**config.mk**
```make
export PLATFORM = sky130hd
export DESIGN_NAME = cruise_speed_regulator
export DESIGN_NICKNAME = d
export VERILOG_FILES = /design/src/rtl/cruise_speed_regulator.sv
export SDC_FILE = /design/constraint.sdc
export NUM_CORES = 1
export LEC_CHECK = 0
export CORE_UTILIZATION = 50
export DETAILED_ROUTE_END_ITERATION = 8
export GPL_ROUTABILITY_DRIVEN = 0
export GPL_TIMING_DRIVEN = 0
export HOLD_SLACK_MARGIN = 0.02
export PLACE_DENSITY_LB_ADDON = 0.12
export SLEW_MARGIN = 40
export SYNTH_ARGS = -nofsm -noshare
export SYNTH_HDL_FRONTEND = slang
export SYNTH_SLANG_ARGS = --single-unit
```
**constraint.sdc**
```tcl
create_clock -name clk -period 5.74 [get_ports clk]
set_input_delay 0.574 -clock clk [delete_from_list [all_inputs] [get_ports clk]]
set_output_delay 0.574 -clock clk [all_outputs]
set_load 0.02 [all_outputs]
```
**src/rtl/cruise_speed_regulator.sv**
```systemverilog
// Cruise-control regulator: owns the target speed fed to the speed
// comparator, debounces its G/Eq/L result and drives accel/decel.
module cruise_speed_regulator #(
    parameter int SPEED_W     = 8,
    parameter int MIN_SPEED   = 40,
    parameter int MAX_SPEED   = 200,
    parameter int STEP        = 2,
    parameter int HOLD_CYCLES = 4
) (
    input  logic               clk,
    input  logic               reset,
    input  logic               cruise_en,
    input  logic               brake,
    input  logic               set,
    input  logic               resume,
    input  logic               inc,
    input  logic               dec,
    input  logic [SPEED_W-1:0] cur_speed,
    input  logic               G,
    input  logic               Eq,
    input  logic               L,
    output logic [SPEED_W-1:0] target_speed,
    output logic               active,
    output logic               accel,
    output logic               decel,
    output logic               cmp_err
);

    localparam int CNT_W = $clog2(HOLD_CYCLES + 1);

    localparam logic [SPEED_W:0] STEP_X = (SPEED_W+1)'(STEP);
    localparam logic [SPEED_W:0] MIN_X  = (SPEED_W+1)'(MIN_SPEED);
    localparam logic [SPEED_W:0] MAX_X  = (SPEED_W+1)'(MAX_SPEED);
    localparam logic [SPEED_W:0] FLOOR  = MIN_X + STEP_X;

    localparam logic [CNT_W-1:0] HOLD = CNT_W'(HOLD_CYCLES);
    localparam logic [CNT_W-1:0] ONE  = CNT_W'(1);

    localparam logic [1:0] CODE_NONE = 2'd0;
    localparam logic [1:0] CODE_L    = 2'd1;
    localparam logic [1:0] CODE_EQ   = 2'd2;
    localparam logic [1:0] CODE_G    = 2'd3;

    typedef enum logic [1:0] {
        OFF,
        STANDBY,
        CRUISE
    } state_t;

    state_t             state_q;
    state_t             state_d;
    logic [SPEED_W-1:0] target_q;
    logic [SPEED_W-1:0] target_d;
    logic [CNT_W-1:0]   cnt_q;
    logic [CNT_W-1:0]   cnt_d;
    logic [1:0]         last_q;
    logic [1:0]         last_d;
    logic               accel_q;
    logic               accel_d;
    logic               decel_q;
    logic               decel_d;
    logic               err_q;
    logic               err_d;

    logic [SPEED_W:0]   cur_x;
    logic [SPEED_W:0]   tgt_x;
    logic [SPEED_W:0]   inc_sum;
    logic [SPEED_W:0]   dec_diff;
    logic [SPEED_W-1:0] inc_val;
    logic [SPEED_W-1:0] dec_val;
    logic               in_range;
    logic               cmp_legal;
    logic [1:0]         code_now;
    logic               same_code;
    logic [CNT_W-1:0]   cnt_inc;

    // Saturating target arithmetic, one bit wider so nothing wraps.
    always_comb begin
        cur_x    = {1'b0, cur_speed};
        tgt_x    = {1'b0, target_q};
        inc_sum  = tgt_x + STEP_X;
        dec_diff = tgt_x - STEP_X;
        inc_val  = (inc_sum > MAX_X) ? MAX_X[SPEED_W-1:0]
                                     : inc_sum[SPEED_W-1:0];
        dec_val  = (tgt_x < FLOOR) ? MIN_X[SPEED_W-1:0]
                                   : dec_diff[SPEED_W-1:0];
        in_range = (cur_x >= MIN_X) && (cur_x <= MAX_X);
    end

    // Comparator result decode; exactly one of G/Eq/L must be high.
    always_comb begin
        cmp_legal = (G ^ Eq ^ L) && !(G && Eq && L);
        code_now  = CODE_NONE;
        if (G) begin
            code_now = CODE_G;
        end else if (Eq) begin
            code_now = CODE_EQ;
        end else if (L) begin
            code_now = CODE_L;
        end
        same_code = (code_now == last_q) && (cnt_q != '0);
        cnt_inc   = (cnt_q >= HOLD) ? HOLD : cnt_q + ONE;
    end

    // Next state, target, debounce counter and command outputs.
    always_comb begin
        logic debounce;
        state_d  = state_q;
        target_d = target_q;
        cnt_d    = '0;
        last_d   = last_q;
        accel_d  = 1'b0;
        decel_d  = 1'b0;
        err_d    = 1'b0;
        debounce = 1'b0;

        if (!cruise_en) begin
            state_d  = OFF;
            target_d = '0;
        end else begin
            case (state_q)
                OFF: begin
                    state_d = STANDBY;
                end
                STANDBY: begin
                    if (!brake) begin
                        if (set) begin
                            if (in_range) begin
                                state_d  = CRUISE;
                                target_d = cur_speed;
                            end
                        end else if (resume && target_q != '0) begin
                            state_d = CRUISE;
                        end
                    end
                end
                CRUISE: begin
                    if (brake) begin
                        state_d = STANDBY;
                    end else if (set && in_range) begin
                        target_d = cur_speed;
                    end else if (!set && !resume && (inc ^ dec)) begin
                        target_d = inc ? inc_val : dec_val;
                    end else begin
                        debounce = 1'b1;
                    end
                end
                default: begin
                    state_d  = OFF;
                    target_d = '0;
                end
            endcase
        end

        if (debounce) begin
            if (!cmp_legal) begin
                err_d = 1'b1;
            end else begin
                last_d  = code_now;
                cnt_d   = same_code ? cnt_inc : ONE;
                accel_d = (code_now == CODE_L) && (cnt_d == HOLD);
                decel_d = (code_now == CODE_G) && (cnt_d == HOLD);
            end
        end
    end

    // State and output registers with synchronous reset.
    always_ff @(posedge clk) begin
        if (reset) begin
            state_q  <= OFF;
            target_q <= '0;
            cnt_q    <= '0;
            last_q   <= CODE_NONE;
            accel_q  <= 1'b0;
            decel_q  <= 1'b0;
            err_q    <= 1'b0;
        end else begin
            state_q  <= state_d;
            target_q <= target_d;
            cnt_q    <= cnt_d;
            last_q   <= last_d;
            accel_q  <= accel_d;
            decel_q  <= decel_d;
            err_q    <= err_d;
        end
    end

    assign target_speed = target_q;
    assign active       = (state_q == CRUISE);
    assign accel        = accel_q;
    assign decel        = decel_q;
    assign cmp_err      = err_q;

endmodule

```
==> metrics, run 1 <==
Async SR Flop Fraction=0%; DRC Markers=0; reg2reg start=target_speed[1]; Pins Over Slew Limit=0; chip height=60.3 um; initial antenna violation count=0; Synth area leaders=dfxtp_1 21%, ha_1 7.4%, nor2_1 4.4%, nand2_1 4.2%, a31oi_1 3.3%; P_int=0.000189 W; die area=3630 sq um; layout cells sized above 1=14.1%; FF-to-FF path depth=8; Layout area overhead=23.1%; Fin. Hold Viols=0; Fill cells=275; vias post-DR=1694; maximum VDD drop=0.112 mV; Reg clk slew, reported paths=0.11 ns; Synth warnings=0; initial DRC count=140; Hold Path Depth=2; Slew Limit Headroom=68.8%; Clock Sinks=18; Die Wd=60.3 um; Clk pwr share=31.0%; grt total ovfl=0; startpoint class of the critical path=register; Synth Net Count=243; RSZ-0062 raised after global routing=false; Clk Latency, worst-skew pair=0.30 ns; CTS Root Cell=clkbuf_4; status=completed; register area share after synthesis=21.2%; Routed WL=3990 um; Hold Path Class=reg -> reg; area share of the largest cell type after synthesis=21.2%; Worst EP required=5.17 ns; Starting Density=54.3%; PwrDens=125 nW/um^2; Tcrit/Tclk final=40.6%; Comb power frac=20.7%; number of nets still failing antenna checks after routing=0; Arr. time, crit path=1.76 ns; Synth cell types=62; Diodes inserted=0; sequential share of power=48.3%; first-pass GRT wire length=6620 um; Mapped Cells=214; minimum clock period=2.33 ns; largest net degree at the start of global routing=11; Reg area=360 sq um; Least-Margin Pin Slew=0.468 ns; Final Net Count=278; CTS Buf Count=3; area leader, netlist=dfxtp_1; CP cell instances=inv_1 -> ha_1 -> clkdlybuf4s50_1; vias in the first global route=1555; Crit Reg-Reg Endpoint=target_speed[1]; CTS tree=built; cts repair resizes=0; leakage power=0.756 nW; H-tree level count=1; Sw Ratio=27.6%; crit-path max FO=9; drt first pass iters=4; Syn Area/Cell=7.93 sq um; setup TNS=0 ns; #FFs+latches synth=18; Slowest-stage cell, CP=clkdlybuf4s50_1; Port Buffers=30; row count=20; routed length per instance=13.7 um; Peak Freq=429 MHz; Top FF cell, synth=dfxtp_1; I/O pin count=31; Register-to-Register Setup Slack=3.63 ns; total track usage=24.2%; final setup vio count=0; post-DP HPWL=3170 um; Post-CTS Hold Buffers=0; Psw=0.0000722 W; Clock Path Buffers=2; Overall Power=0.000261 W; Multi-input gate area=1200 sq um; Mapped Area=1700 sq um; post-CTS setup buffer count=0; hold endpoint=last_q[0]; critical path class=reg -> out; Post-synth EDFFs=0; worst stage delay on the critical path=0.67 ns; CP endpoint kind=output port; vias per cell=5.80; max-cap violations=0; hold path startpoint=last_q[0]; clk_skew=0.00204 ns; Placeable Area=3130 sq um
## how the worst max path moves through the flow
stage / start / depth (start not counted) / to / slack [ns]
CTS: state_q[0] / 3 / active / 3.40
global route: G / 7 / cnt_q[1] / 3.29
global placement: G / 7 / cnt_q[1] / 3.18
detailed placement: G / 7 / cnt_q[1] / 3.13
floorplan: target_speed[1] / 8 / target_speed[1] / 3.75
finish: state_q[0] / 3 / active / 3.41
## cell usage in the layout, fill, tap and decap left out, types with 3 or more instances in the layout
master / count
nor2_1: 20
o211ai_1: 3
buf_6: 3
a31oi_1: 9
dfxtp_1: 18
inv_1: 13
clkbuf_4: 3
o21ai_0: 8
nor3_1: 9
a21o_1: 3
xnor2_1: 5
buf_2: 4
nor2b_1: 4
ha_1: 10
nand3_1: 8
a21oi_1: 7
a22oi_2: 3
clkdlybuf4s50_1: 30
nand3b_1: 3
and3_1: 5
nand2_1: 19
o21ai_1: 6
## layout make-up
class                   instances  area share (%)
well taps                      44            2.63
repair buffers                 30            14.4
flip-flops and latches         18            17.2
multi-input cells             172            57.5
inverters                      14            2.51
plain buffers                  10            3.95
clock buffers                   4            1.74
## through the flow
step / utilization, % / setup slack [ns] / area (sq um) / hold WS (ns) / instances
final: 66.8 / 3.41 / 2090 / 0.498 / 292
after global placement: 65.6 / 3.18 / 2050 / 0.470 / 288
after global routing: 66.8 / 3.29 / 2090 / 0.523 / 292
after CTS: 66.8 / 3.40 / 2090 / 0.496 / 292
after detailed placement: 65.6 / 3.13 / 2050 / 0.479 / 288
after floorplan: - / 3.75 / 1700 / 0.455 / 214
## Yosys cell counts, types with 3 or more instances
| cell | n |
|---|---|
| o211ai_1 | 3 |
| ha_1 | 10 |
| nor3_1 | 9 |
| o21ai_1 | 6 |
| o21ai_0 | 8 |
| nor2_1 | 20 |
| inv_1 | 13 |
| buf_2 | 4 |
| a21o_1 | 3 |
| a21oi_1 | 7 |
| a22oi_2 | 3 |
| a31oi_1 | 9 |
| nand2_1 | 19 |
| xnor2_1 | 5 |
| buf_6 | 3 |
| dfxtp_1 | 18 |
| and3_1 | 5 |
| nand3b_1 | 3 |
| nor2b_1 | 4 |
| nand3_1 | 8 |
## per-layer routing
metal	up-vias	track usage (%)	part of all wire (%)	wire, um
li1	862	-	-	-
met1	786	28.9	44	1770
met2	40	44.0	51	2040
met3	6	1.95	3.3	132
met4	0	9.97	1.2	48
met5	-	0	0	0
## sequential cells by signal (all words and copies together) (netlist names)
register,count
accel,1
cmp_err,1
cnt_q,3
decel,1
last_q,2
state_q,2
target_speed,8
## cell families after synthesis
| group | Yosys count | synth area share [%] |
|---|---|---|
| AOI/OAI and AO/OA | 67 | 31.7 |
| and+or+nand+nor | 88 | 28.0 |
| adders and majority gates | 10 | 7.37 |
| xor gates and xnor gates | 5 | 2.58 |
| DFF | 18 | 21.2 |
| muxes | 2 | 1.18 |
| buffers and inverters | 24 | 7.96 |
## power groups by stage
stage          sequential [W]  combinational [W]   clock, W
6_report             0.000126          0.0000541  0.0000810
5_1_grt              0.000126          0.0000597  0.0000868
4_1_cts              0.000126          0.0000541  0.0000831
3_5_place_dp         0.000129          0.0000538          0
3_3_place_gp         0.000129          0.0000533          0
2_1_floorplan        0.000129          0.0000308          0
## worst max-delay path: cells and delay by family, from the launching register on
kind / cells / cell delay (ns)
adder cells (fa/ha/maj): 1 / 0.35
buffers and inverters: 2 / 0.77
flip-flops: 1 / 0.34
Power figures use the tool's default switching activity.
==> run 2, diff against run 1 <==
- clock period: 5.74 -> 2.3 ns (I/O delays scaled with it)
==> results of run 2 <==
The final DEF is identical to that of run 1. Status: completed.
Among the figures that moved: setup slack after placement 3.13 ns -> 0.0353 ns; setup slack after layout 3.41 ns -> 0.189 ns; start point of the critical path state_q[0] -> target_speed[1]; end point of the critical path active -> target_speed[1]; register-to-register setup slack 3.63 ns -> 0.19 ns; total power 0.000261 W -> 0.000652 W; worst IR drop on VDD 0.112 mV -> 0.279 mV
==> run 3, diff against run 2 <==
- RECOVER_POWER: not set -> 50
==> metrics, run 3 (synthesis results as in run 1) <==
status=completed; Clock Sinks=18; Fill cells=279; die area=3630 sq um; cts repair resizes=0; Layout area overhead=21.5%; vias post-DR=1706; first-pass GRT wire length=6620 um; Design Area, Final=2060 sq um; leakage power=0.780 nW; total track usage=24.2%; Peak Freq=465 MHz; post-CTS setup buffer count=0; routed length per instance=13.8 um; Arr. time, crit path=2.39 ns; CTS Root Cell=clkbuf_4; Least-Margin Pin Slew=0.519 ns; crit-path max FO=10; layout cells sized above 1=12.9%; critical path class=in -> reg; startpoint class of the critical path=primary input; number of nets still failing antenna checks after routing=0; vias in the first global route=1555; Post-CTS Hold Buffers=0; drt first pass iters=4; Clock Path Buffers=2; DP Area=2050 sq um; Reg clk slew, reported paths=0.11 ns; Worst EP required=2.54 ns; Diodes inserted=0; worst hold slack=0.497 ns; post-DP HPWL=3170 um; DRC Markers=0; fin util=66.0%; Die Wd=60.3 um; row count=20; CTS tree=built; largest net degree at the start of global routing=11; Final Net Count=278; Hold Path Class=reg -> reg; max-cap violations=0; Pins Over Slew Limit=0; clk_skew=0.000652 ns; Routed WL=4020 um; setup TNS=0 ns; Placeable Area=3130 sq um; Port Buffers=30; I/O pin count=31; RSZ-0062 raised after global routing=false; initial DRC count=99; met2 WL=2030 um; Fin. Hold Viols=0; grt total ovfl=0; vias per cell=5.84; H-tree level count=1; Largest register FFs=8; Slew Limit Headroom=65.4%; CP endpoint kind=register; Starting Density=54.3%; most frequent cells in the layout=20 x nor2_1, 20 x clkdlybuf4s50_1, 19 x nand2_1; DR top layer=met4; maximum VDD drop=0.278 mV; met1 wire length=1840 um; final setup vio count=0; initial antenna violation count=0; Clk Latency, worst-skew pair=0.29 ns; chip height=60.3 um; PwrDens=314 nW/um^2; CTS Buf Count=3; met3 routed WL=113 um; minimum clock period=2.15 ns; Tcrit/Tclk final=93.4%
[run 3: path summary, 6_finish.rpt]
| path | start | to | slack (ns) | cells past startpoint |
|---|---|---|---|---|
| max reg2reg | state_q[0] | last_q[0] | 0.16 | 7 |
| min | last_q[0] | last_q[0] | 0.50 | 2 |
| min reg2reg | last_q[0] | last_q[0] | 0.50 | 2 |
| max | cur_speed[6] | last_q[0] | 0.15 | 8 |
[run 3: report_power, final]
group | internal, W | switching, W | total, W
registers | 0.000313 | 0.00000176 | 0.000315
clock network | 0.0000964 | 0.000102 | 0.000199
logic | 0.0000616 | 0.0000717 | 0.000133
[run 3: critical path: stages]
cell and delay, ns:
clkdlybuf4s50_1 0.54, nand2_1 0.10, o22a_4 0.28, a21boi_0 0.23, clkbuf_1 0.45, nand4_4 0.18, or2_0 0.26, a21oi_2 0.11
[run 3: through the flow]
step           worst slack [ns]  std cells  total power (W)
6_report                  0.151        292         0.000647
5_1_grt                  0.0455        292         0.000679
4_1_cts                   0.195        292         0.000658
3_5_place_dp             0.0353        288         0.000457
3_3_place_gp             0.0869        288         0.000455
2_1_floorplan             0.310        214         0.000399
[run 3: routing by layer]
metal / GRT usage [%] / up-vias
met5: 0 / -
met4: 9.97 / 0
met3: 1.95 / 4
met2: 44.0 / 36
met1: 28.9 / 799
li1: - / 867
[run 3: layout make-up]
| cell class | count | area, sq um | area share, % |
|---|---|---|---|
| flip-flops and latches | 18 | 360 | 17.5 |
| multi-input cells | 172 | 1190 | 57.7 |
| well taps | 44 | 55.1 | 2.67 |
| repair buffers | 30 | 300 | 14.6 |
| plain buffers | 10 | 67.6 | 3.27 |
| inverters | 14 | 52.6 | 2.55 |
| clock buffers | 4 | 36.3 | 1.76 |
